## src/rtl/apb_cmd_sequencer_pkg.sv

```systemverilog
// Shared types for the APB command sequencer: command opcodes and FSM states.
// Latency: n/a (types only).
// Backpressure: n/a.
package apb_cmd_sequencer_pkg;

    // Command word layout, MSB first: {op[1:0], addr[AW-1:0], mask[DW-1:0], data[DW-1:0]}
    localparam int OP_W = 2;

    typedef enum logic [1:0] {
        OP_WRITE = 2'b00,
        OP_READ  = 2'b01,
        OP_POLL  = 2'b10,   // re-read until (PRDATA & mask) == (data & mask)
        OP_END   = 2'b11
    } op_e;

    typedef enum logic [3:0] {
        S_IDLE,
        S_FETCH,
        S_SETUP,
        S_ACCESS,
        S_CHECK,
        S_GAP,
        S_NEXT,
        S_DONE,
        S_ERR
    } state_e;

    function automatic int cmd_width(input int aw, input int dw);
        return OP_W + aw + 2 * dw;
    endfunction

endpackage

```

## src/rtl/apb_cmd_sequencer_if.sv

```systemverilog
// APB bus bundle between the command sequencer (master) and a register slave.
// Latency: n/a (wires only).
// Backpressure: slave stretches the access phase by holding PREADY low.
// Ports: PADDR/PWRITE/PSEL/PENABLE/PWDATA driven by master; PRDATA/PREADY driven by slave.
interface apb_cmd_sequencer_if #(
    parameter int AW = 8,
    parameter int DW = 32
) ();
    logic [AW-1:0] PADDR;
    logic          PWRITE;
    logic          PSEL;
    logic          PENABLE;
    logic [DW-1:0] PWDATA;
    logic [DW-1:0] PRDATA;
    logic          PREADY;

    modport master (
        output PADDR, PWRITE, PSEL, PENABLE, PWDATA,
        input  PRDATA, PREADY
    );

    modport slave (
        input  PADDR, PWRITE, PSEL, PENABLE, PWDATA,
        output PRDATA, PREADY
    );
endinterface

```

## src/rtl/apb_cmd_sequencer_ram.sv

```systemverilog
// Command script storage: DEPTH x CW, one synchronous write port, asynchronous read.
// Latency: write visible to reads after the writing edge; read is combinational.
// Backpressure: none; the caller gates writes.
// Ports: clk, we/waddr/wdata (write), raddr/rdata (read).
module apb_cmd_sequencer_ram #(
    parameter int DEPTH = 16,
    parameter int CW    = 74,
    parameter int IW    = $clog2(DEPTH)
) (
    input  logic          clk,
    input  logic          we,
    input  logic [IW-1:0] waddr,
    input  logic [CW-1:0] wdata,
    input  logic [IW-1:0] raddr,
    output logic [CW-1:0] rdata
);
    // Contents are deliberately not reset: a script survives a sequencer reset.
    logic [CW-1:0] mem [DEPTH];

    always_ff @(posedge clk) begin
        if (we) begin
            mem[waddr] <= wdata;
        end
    end

    assign rdata = mem[raddr];
endmodule

```

## src/rtl/apb_cmd_sequencer.sv

```systemverilog
// APB master that executes a loaded WRITE/READ/POLL/END script against a register slave.
// Latency: start -> PSEL after two edges; 5 cycles per WRITE/READ with zero wait-states.
// Backpressure: PREADY low holds the access phase; POLL retries are spaced by POLL_GAP idle cycles.
// Ports: clk/reset; cmd_we/cmd_waddr/cmd_wdata load slots; start/poll_limit launch a run;
//        busy/done/error/err_idx report status; rd_valid/rd_data return read samples; apb = bus master.
module apb_cmd_sequencer
    import apb_cmd_sequencer_pkg::*;
#(
    parameter int AW       = 8,
    parameter int DW       = 32,
    parameter int DEPTH    = 16,
    parameter int TW       = 16,
    parameter int POLL_GAP = 2,
    localparam int IW      = $clog2(DEPTH),
    localparam int CW      = cmd_width(AW, DW)
) (
    input  logic          clk,
    input  logic          reset,
    input  logic          cmd_we,
    input  logic [IW-1:0] cmd_waddr,
    input  logic [CW-1:0] cmd_wdata,
    input  logic          start,
    input  logic [TW-1:0] poll_limit,
    output logic          busy,
    output logic          done,
    output logic          error,
    output logic [IW-1:0] err_idx,
    output logic          rd_valid,
    output logic [DW-1:0] rd_data,
    apb_cmd_sequencer_if.master apb
);
    localparam int GW       = (POLL_GAP > 1) ? $clog2(POLL_GAP) : 1;
    localparam int GAP_LAST = (POLL_GAP > 0) ? POLL_GAP - 1 : 0;

    state_e        state;
    logic [IW-1:0] pc;
    logic [CW-1:0] cur_cmd;
    logic [TW-1:0] poll_cnt;
    logic [TW-1:0] limit;
    logic [GW-1:0] gap_cnt;

    logic [AW-1:0] paddr_q;
    logic          pwrite_q;
    logic          psel_q;
    logic          penable_q;
    logic [DW-1:0] pwdata_q;

    logic [IW-1:0] ram_raddr;
    logic [CW-1:0] ram_rdata;

    op_e           cur_op;
    logic [AW-1:0] cur_addr;
    logic [DW-1:0] cur_mask;
    logic [DW-1:0] cur_data;
    logic          poll_match;
    logic          limit_hit;

    // Writes are only accepted while idle so a running script cannot be modified.
    apb_cmd_sequencer_ram #(.DEPTH(DEPTH), .CW(CW), .IW(IW)) u_ram (
        .clk   (clk),
        .we    (cmd_we && (state == S_IDLE)),
        .waddr (cmd_waddr),
        .wdata (cmd_wdata),
        .raddr (ram_raddr),
        .rdata (ram_rdata)
    );

    // The current command is latched into cur_cmd one step ahead of FETCH: slot 0 on start
    // (so a same-cycle slot write does not affect this run's first command), slot pc+1 in NEXT.
    assign ram_raddr = (state == S_NEXT) ? pc + IW'(1) : '0;

    assign cur_op   = op_e'(cur_cmd[CW-1 -: OP_W]);
    assign cur_addr = cur_cmd[2*DW +: AW];
    assign cur_mask = cur_cmd[DW +: DW];
    assign cur_data = cur_cmd[0 +: DW];

    assign poll_match = ((rd_data ^ cur_data) & cur_mask) == '0;
    // poll_limit of zero disables the timeout.
    assign limit_hit  = (limit != '0) && ((poll_cnt + TW'(1)) == limit);

    assign apb.PADDR   = paddr_q;
    assign apb.PWRITE  = pwrite_q;
    assign apb.PSEL    = psel_q;
    assign apb.PENABLE = penable_q;
    assign apb.PWDATA  = pwdata_q;

    always_ff @(posedge clk) begin
        if (reset) begin
            state     <= S_IDLE;
            pc        <= '0;
            cur_cmd   <= '0;
            poll_cnt  <= '0;
            limit     <= '0;
            gap_cnt   <= '0;
            busy      <= 1'b0;
            done      <= 1'b0;
            error     <= 1'b0;
            err_idx   <= '0;
            rd_valid  <= 1'b0;
            rd_data   <= '0;
            paddr_q   <= '0;
            pwrite_q  <= 1'b0;
            psel_q    <= 1'b0;
            penable_q <= 1'b0;
            pwdata_q  <= '0;
        end else begin
            rd_valid <= 1'b0;
            unique case (state)
                S_IDLE: begin
                    if (start) begin
                        state   <= S_FETCH;
                        busy    <= 1'b1;
                        done    <= 1'b0;
                        error   <= 1'b0;
                        pc      <= '0;
                        cur_cmd <= ram_rdata;
                        limit   <= poll_limit;
                    end
                end
                S_FETCH: begin
                    poll_cnt <= '0;
                    if (cur_op == OP_END) begin
                        state <= S_DONE;
                    end else begin
                        state    <= S_SETUP;
                        psel_q   <= 1'b1;
                        paddr_q  <= cur_addr;
                        pwrite_q <= (cur_op == OP_WRITE);
                        pwdata_q <= (cur_op == OP_WRITE) ? cur_data : '0;
                    end
                end
                S_SETUP: begin
                    penable_q <= 1'b1;
                    state     <= S_ACCESS;
                end
                S_ACCESS: begin
                    if (apb.PREADY) begin
                        psel_q    <= 1'b0;
                        penable_q <= 1'b0;
                        paddr_q   <= '0;
                        pwrite_q  <= 1'b0;
                        pwdata_q  <= '0;
                        if (cur_op != OP_WRITE) begin
                            rd_data  <= apb.PRDATA;
                            rd_valid <= 1'b1;
                        end
                        state <= S_CHECK;
                    end
                end
                S_CHECK: begin
                    if (cur_op != OP_POLL || poll_match) begin
                        state <= S_NEXT;
                    end else if (limit_hit) begin
                        state <= S_ERR;
                    end else begin
                        poll_cnt <= poll_cnt + TW'(1);
                        gap_cnt  <= '0;
                        if (POLL_GAP == 0) begin
                            // No spacing requested: re-issue the read immediately.
                            state   <= S_SETUP;
                            psel_q  <= 1'b1;
                            paddr_q <= cur_addr;
                        end else begin
                            state <= S_GAP;
                        end
                    end
                end
                S_GAP: begin
                    if (gap_cnt == GW'(GAP_LAST)) begin
                        state   <= S_SETUP;
                        psel_q  <= 1'b1;
                        paddr_q <= cur_addr;
                    end else begin
                        gap_cnt <= gap_cnt + GW'(1);
                    end
                end
                S_NEXT: begin
                    // Running off the last slot acts as an implicit END.
                    if (pc == IW'(DEPTH - 1)) begin
                        state <= S_DONE;
                    end else begin
                        pc      <= pc + IW'(1);
                        cur_cmd <= ram_rdata;
                        state   <= S_FETCH;
                    end
                end
                S_DONE: begin
                    done  <= 1'b1;
                    busy  <= 1'b0;
                    state <= S_IDLE;
                end
                S_ERR: begin
                    error   <= 1'b1;
                    err_idx <= pc;
                    busy    <= 1'b0;
                    state   <= S_IDLE;
                end
                default: begin
                    state <= S_IDLE;
                    busy  <= 1'b0;
                end
            endcase
        end
    end
endmodule
```

## src/flat_wrapper.sv

```systemverilog
// flat-port wrapper written by rule: the top's interface ports become plain ports
module apb_cmd_sequencer_flat import apb_cmd_sequencer_pkg::*;
#(
    parameter int AW       = 8,
    parameter int DW       = 32,
    parameter int DEPTH    = 16,
    parameter int TW       = 16,
    parameter int POLL_GAP = 2,
    localparam int IW      = $clog2(DEPTH),
    localparam int CW      = cmd_width(AW, DW)
)
  (clk, reset, cmd_we, cmd_waddr, cmd_wdata, start, poll_limit, busy, done, error, err_idx, rd_valid, rd_data, apb_PADDR, apb_PWRITE, apb_PSEL, apb_PENABLE, apb_PWDATA, apb_PRDATA, apb_PREADY);
  apb_cmd_sequencer_if #(.AW(AW), .DW(DW)) apb_i ();
  input  logic clk;
  input  logic reset;
  input  logic cmd_we;
  input  logic [IW-1:0] cmd_waddr;
  input  logic [CW-1:0] cmd_wdata;
  input  logic start;
  input  logic [TW-1:0] poll_limit;
  output logic busy;
  output logic done;
  output logic error;
  output logic [IW-1:0] err_idx;
  output logic rd_valid;
  output logic [DW-1:0] rd_data;
  output wire logic [$bits(apb_i.PADDR)-1:0] apb_PADDR;
  output wire logic [$bits(apb_i.PWRITE)-1:0] apb_PWRITE;
  output wire logic [$bits(apb_i.PSEL)-1:0] apb_PSEL;
  output wire logic [$bits(apb_i.PENABLE)-1:0] apb_PENABLE;
  output wire logic [$bits(apb_i.PWDATA)-1:0] apb_PWDATA;
  input wire logic [$bits(apb_i.PRDATA)-1:0] apb_PRDATA;
  input wire logic [$bits(apb_i.PREADY)-1:0] apb_PREADY;
  assign apb_PADDR = apb_i.PADDR;
  assign apb_PWRITE = apb_i.PWRITE;
  assign apb_PSEL = apb_i.PSEL;
  assign apb_PENABLE = apb_i.PENABLE;
  assign apb_PWDATA = apb_i.PWDATA;
  assign apb_i.PRDATA = apb_PRDATA;
  assign apb_i.PREADY = apb_PREADY;
  apb_cmd_sequencer #(.AW(AW), .DW(DW), .DEPTH(DEPTH), .TW(TW), .POLL_GAP(POLL_GAP)) u_core (.clk(clk), .reset(reset), .cmd_we(cmd_we), .cmd_waddr(cmd_waddr), .cmd_wdata(cmd_wdata), .start(start), .poll_limit(poll_limit), .busy(busy), .done(done), .error(error), .err_idx(err_idx), .rd_valid(rd_valid), .rd_data(rd_data), .apb(apb_i));
endmodule
```

## config.mk

```make
export PLATFORM = sky130hd
export DESIGN_NAME = apb_cmd_sequencer_flat
export DESIGN_NICKNAME = d
export VERILOG_FILES = /design/src/rtl/apb_cmd_sequencer_pkg.sv /design/src/rtl/apb_cmd_sequencer_if.sv /design/src/rtl/apb_cmd_sequencer_ram.sv /design/src/rtl/apb_cmd_sequencer.sv /design/src/flat_wrapper.sv
export SDC_FILE = /design/constraint.sdc
export NUM_CORES = 2
export LEC_CHECK = 0
export CORE_MARGIN = 4
export CORE_UTILIZATION = 45
export DETAILED_ROUTE_END_ITERATION = 7
export GPL_ROUTABILITY_DRIVEN = 0
export SETUP_SLACK_MARGIN = 0.3
export SYNTH_ARGS = -nofsm -noshare
export SYNTH_HDL_FRONTEND = slang
export SYNTH_HIERARCHICAL = 1
export SYNTH_SLANG_ARGS = --single-unit
```

## constraint.sdc

```tcl
create_clock -name clk -period 13.83 [get_ports clk]
set_input_delay 2.766 -clock clk [delete_from_list [all_inputs] [get_ports clk]]
set_output_delay 2.766 -clock clk [all_outputs]
set_load 0.01 [all_outputs]
```

### Word level (Yosys, flattened, before mapping)

Memory sizes are Yosys's and may differ from the RTL's.
Cells that the tools add are included.

* word-level logic and storage cells: 120
* bits in writable memories: 1184
* flip-flop bits (word level): 198
* input bits: 131
* memories: 1

* equal/unequal tests: 19
* add/sub/neg operators: 3
* reductions and logical operators: 30
* mux-type cells: 45
* bitwise gates (word level): 5

Memory list
* u_core.u_ram.mem: depth 16, bits a word 74, rd ports 1, clocked after memory_dff 0, write ports 1, line apb_cmd_sequencer_ram.sv:18 `logic [CW-1:0] mem [DEPTH];`

Operator list (number)
* 74-bit 2-to-1 mux: 2
* 74-bit case mux with 2 select lines: 1
* 32-bit 2-to-1 mux: 3
* 32-bit case mux with 2 select lines: 1
* 32-bit bitwise AND: 1
* 32-bit zero test: 1
* 16-bit 2-to-1 mux: 2
* 4-bit 2-to-1 mux: 8
* 16-bit case mux with 2 select lines: 1
* 32-bit XOR: 1
* 4-bit case mux with 7 select lines: 1
* 8-bit 2-to-1 mux: 3
* 8-bit case mux with 3 select lines: 1
* 3-bit AND reduction: 6
* 16-bit by 1-bit adder with 16-bit output (second input constant): 1
* 16-bit equality test: 1
* 4-bit by 3-bit equality test with 1-bit output (second input constant): 4
* 16-bit nonzero test: 1
* 2-bit nonzero test: 8
* 2-bit != test (second input constant): 7
* 1-bit 2-to-1 mux: 12
* 1-bit case mux with 2 select lines: 6
* 2-bit AND reduction: 5
* 4-bit by 2-bit equality test with 1-bit output (second input constant): 2
* other kinds (18): 23

### Longest topological paths before layout

* depth in word-level cells: 6
* gate-level depth with buffers: 12

### Hierarchy

The synthesis kept the hierarchy.

Modules (own cells, without submodules)
* apb_cmd_sequencer_ram: sequential area each 35554.1 sq um, times used 1, area each 44281.2 sq um, cells each 1827
* apb_cmd_sequencer: sequential area each 3963.8 sq um, times used 1, area each 8491.9 sq um, cells each 1061

### Worst setup path after synthesis

Ideal clock, no wire load.

* path kind: in2reg
* start: in cmd_we
* end: mem u_core.u_ram.mem[0][0] (enable)
* arrival time: 8.383 ns
* slack: 4.849 ns
* data required time: 13.232 ns
* cell stages on the path: 3
* library setup time: 0.598 ns
* cells stage by stage: and3_1 -> or3b_1 -> nor3_1

* word-level cells in the longest chain between the ends: 3

Ends and longest elaborated chain
* start: declaration: line flat_wrapper.sv:16 `input logic cmd_we;`
* 1-bit logical AND: line apb_cmd_sequencer.sv:61 `.we (cmd_we && (state == S_IDLE)),`
* 1-bit 2-to-1 mux: line apb_cmd_sequencer_ram.sv:21 `if (we) begin`
* 1-bit 2-to-1 mux (implied by the code): line apb_cmd_sequencer_ram.sv:22 `mem[waddr] <= wdata;`
* end: declaration: line apb_cmd_sequencer_ram.sv:18

No other way between the ends.

### Worst setup path in the final report

* start: in cmd_we
* end: mem u_core.u_ram.mem[4][51] (enable)

The elaborated chain is that of the path after synthesis.

==> results.md <==
* Htree depth at 4
* DR vias/cell at 5.92
* Count leader, synth: edfxtp_1
* CTS Sinks at 1382
* Total negative setup slack at 0 ns
* Synth Instances at 2888
* Max Transition Viols Final at 0
* Initial drt markers at 2800
* Fmax at 182 MHz
* Hold Path Class: reg2reg
* Max Cap Violations at 0
* Clock latency on the worst-skew pair at 0.74 ns
* Pwr/cell area at 161 nW/um^2
* Clock power share at 39.1%
* Initial antenna violation count at 8
* Switching Share at 25.4%
* Ys async rst share at 0%
* Synthesized Nets at 3021
* Yosys warnings at 6
* Slew @ Worst Pin at 1.21 ns
* IO Pins at 214
* Post-synth top cells: 1184 x edfxtp_1, 360 x nand2_1, 296 x mux4_2
* Total GRT Usage at 21.5%
* Pre-Repair DR Iteration Count at 7
* Final #Nets at 3251
* Initial Util at 45.4%
* CP peak stage delay at 0.81 ns
* Type of origin of the critical path: input port
* PortBufs at 213
* CTS clk-pin slew, worst paths at 0.06 ns
* Dominant cells by area after synthesis: edfxtp_1 67%, mux4_2 13%, dfxtp_1 7.5%, a22oi_1 2.8%, nand2_1 2.6%
* Chip width at 350 microns
* Row Count at 125
* Finish-stage setup viols at 0
* Synth cell types at 73
* Hold buffers post-CTS at 0
* Yosys reg bits at 1382
* CTS tree: built
* FILL cells at 9122
* DRT antenna net count at 0
* Final hold vios at 0
* Area of the mapped netlist at 52800 sq um
* CP endpoint kind: flop
* Status: completed
* Post-CTS Setup Bufs at 0
* Total gr overflow at 0
* Routed len/inst at 27.6 microns
* Area fraction of the dominant cell type after synthesis at 67.4%
* Seq/Total Area, Yosys at 74.9%
* Inserted Clock Buffers at 146
* Critical path class: in2reg
* Routed via count at 28200
* Post-cts resize count at 0
* Flop pwr share at 50.1%
* Worst-path cell chain: clkdlybuf4s50_1 -> and3_1 -> nand3b_1 -> nor3_2 -> buf_4 -> buf_4
* RSZ-0062 raised after global routing: false
* Top_reg_cell synth: edfxtp_1
* Final worst path period share at 39.7%
* Detailed-placement wirelength estimate at 78200 microns
* First-pass GRT wire length at 194000 microns
* Core ar. at 116000 sq um
* Design Power at 9.85 mW
* Clock Root Buffer: clkbuf_16
* DRC viols at 0
* Critical Path RT at 14.18 ns
* CP Max Fanout at 53
* Critical path's most frequent cell: buf_4
* Vias in the first global route at 28600
* Post-Route WL at 132000 microns
* Avg Inst Size Synth at 18.3 sq um
* Leak pwr at 19.0 nW
* Crit path max-delay cell type: buf_4
* Worst Skew at 0.0239 ns
* Largest area contributor in the netlist: edfxtp_1
* Pint at 7.35 mW
* Tmin final at 5.50 ns
* EDFF count, synth at 1184
* Die area at 123000 sq um
* Peak VDD IR at 0.129 mV
* Die height at 350 microns
* Largest net degree at the start of global routing at 147
* Crit path DAT at 5.85 ns
* Psw at 2.50 mW
* Combinational power share at 10.8%
* Max Buffers Root-to-Sink at 3
* Core Util, Final at 52.6%
* Layout cells sized above 1 at 18.3%
* Area grow syn2layout at 16.0%
* Max_slew headroom at 19.0%
-- through the flow --
stage          std cells  instance area (sq um)  setup slack (ns)  hold slack (ns)
2_1_floorplan       2888                  52800              4.85            0.436
3_3_place_gp        4494                  56500              7.58            0.444
3_5_place_dp        4494                  56500              7.61            0.449
4_1_cts             4761                  61200              8.38            0.457
5_1_grt             4761                  61200              8.23            0.481
6_report            4764                  61200              8.33            0.454
-- kinds of logic after synthesis --
family	after synthesis	synth area share, %
AO/OA/AOI/OAI	408	5.14
adder cells (fa/ha/maj)	2	0.0474
buffers and inverters	179	1.70
multiplexers	301	12.7
AND/OR/NAND/NOR	564	4.63
XOR/XNOR	52	0.863
flip-flops	1382	74.9
-- flip-flops by register name, indices dropped and copies added, names as in the netlist --
register and cells:
u_core/state 4, u_core/apb.PENABLE 1, u_core/u_ram/mem 1184, u_core/poll_cnt 16
u_core/pc 4, u_core/apb.PWRITE 1, u_core/rd_data 32, u_core/done 1
u_core/err_idx 4, u_core/gap_cnt 1, u_core/error 1, u_core/apb.PADDR 8
u_core/busy 1, u_core/rd_valid 1, u_core/apb.PWDATA 32, u_core/apb.PSEL 1
u_core/limit 16, u_core/cur_cmd 74
-- final timing paths --
kind	depth (start not counted)	endpoint	startpoint	slack, ns
worst max-delay path	6	u_core/u_ram/mem[4][51]	cmd_we	8.33
worst min-delay path	2	u_core/cur_cmd[43]	u_core/cur_cmd[43]	0.45
worst max register to register	10	u_core/cur_cmd[43]	u_core/state[1]	8.85
worst min register to register	2	u_core/cur_cmd[43]	u_core/cur_cmd[43]	0.45
-- cell type report --
type                    count  area, sq um  share of cell area [%]
flip-flops and latches   1382        39500                    64.5
multi-input cells        1327        12500                    20.5
clock buffers             201         4100                    6.69
repair buffers            256         2490                    4.07
well taps                1524         1910                    3.11
clock inverters            66          666                    1.09
inverters                   5         18.8                  0.0306
diodes                      3         7.51                  0.0123
-- power by group through the flow --
stage	clock network [mW]	logic, mW	registers [mW]
floorplan	0	0.617	4.94
global placement	0	1.03	5.01
detailed placement	0	1.06	5.02
CTS	3.94	1.06	4.93
global route	4.12	1.14	4.95
finish	3.86	1.06	4.94
-- per-layer routing --
| metal | share of wire [%] | track usage, % | vias to the layer above |
|---|---|---|---|
| met3 | 8.0 | 4.50 | 165 |
| met2 | 48 | 34.4 | 1082 |
| li1 | - | - | 12000 |
| met5 | 0.034 | 0 | - |
| met1 | 43 | 30.7 | 14900 |
| met4 | 1.5 | 4.59 | 6 |
-- critical path, delay by kind of cell --
kind | cells | cell delay (ns)
buffers and inverters | 3 | 1.67
AND/OR/NAND/NOR | 3 | 1.33
-- layout by cell type, fill, tap and decap left out, types with 11 or more instances in the layout --
cell             count
a21oi_1            145
a22oi_1            199
buf_4               40
clkbuf_1            39
clkbuf_16          153
clkdlybuf4s50_1    212
clkinv_1            18
clkinv_2            22
dfxtp_1            198
edfxtp_1          1184
mux4_2             296
nand2_1            359
nand3_1             27
nor2_1              71
nor2_4              15
o21ai_0             11
xnor2_1             15
xor2_1              37
Note: power is estimated with default switching activity, not from simulation.
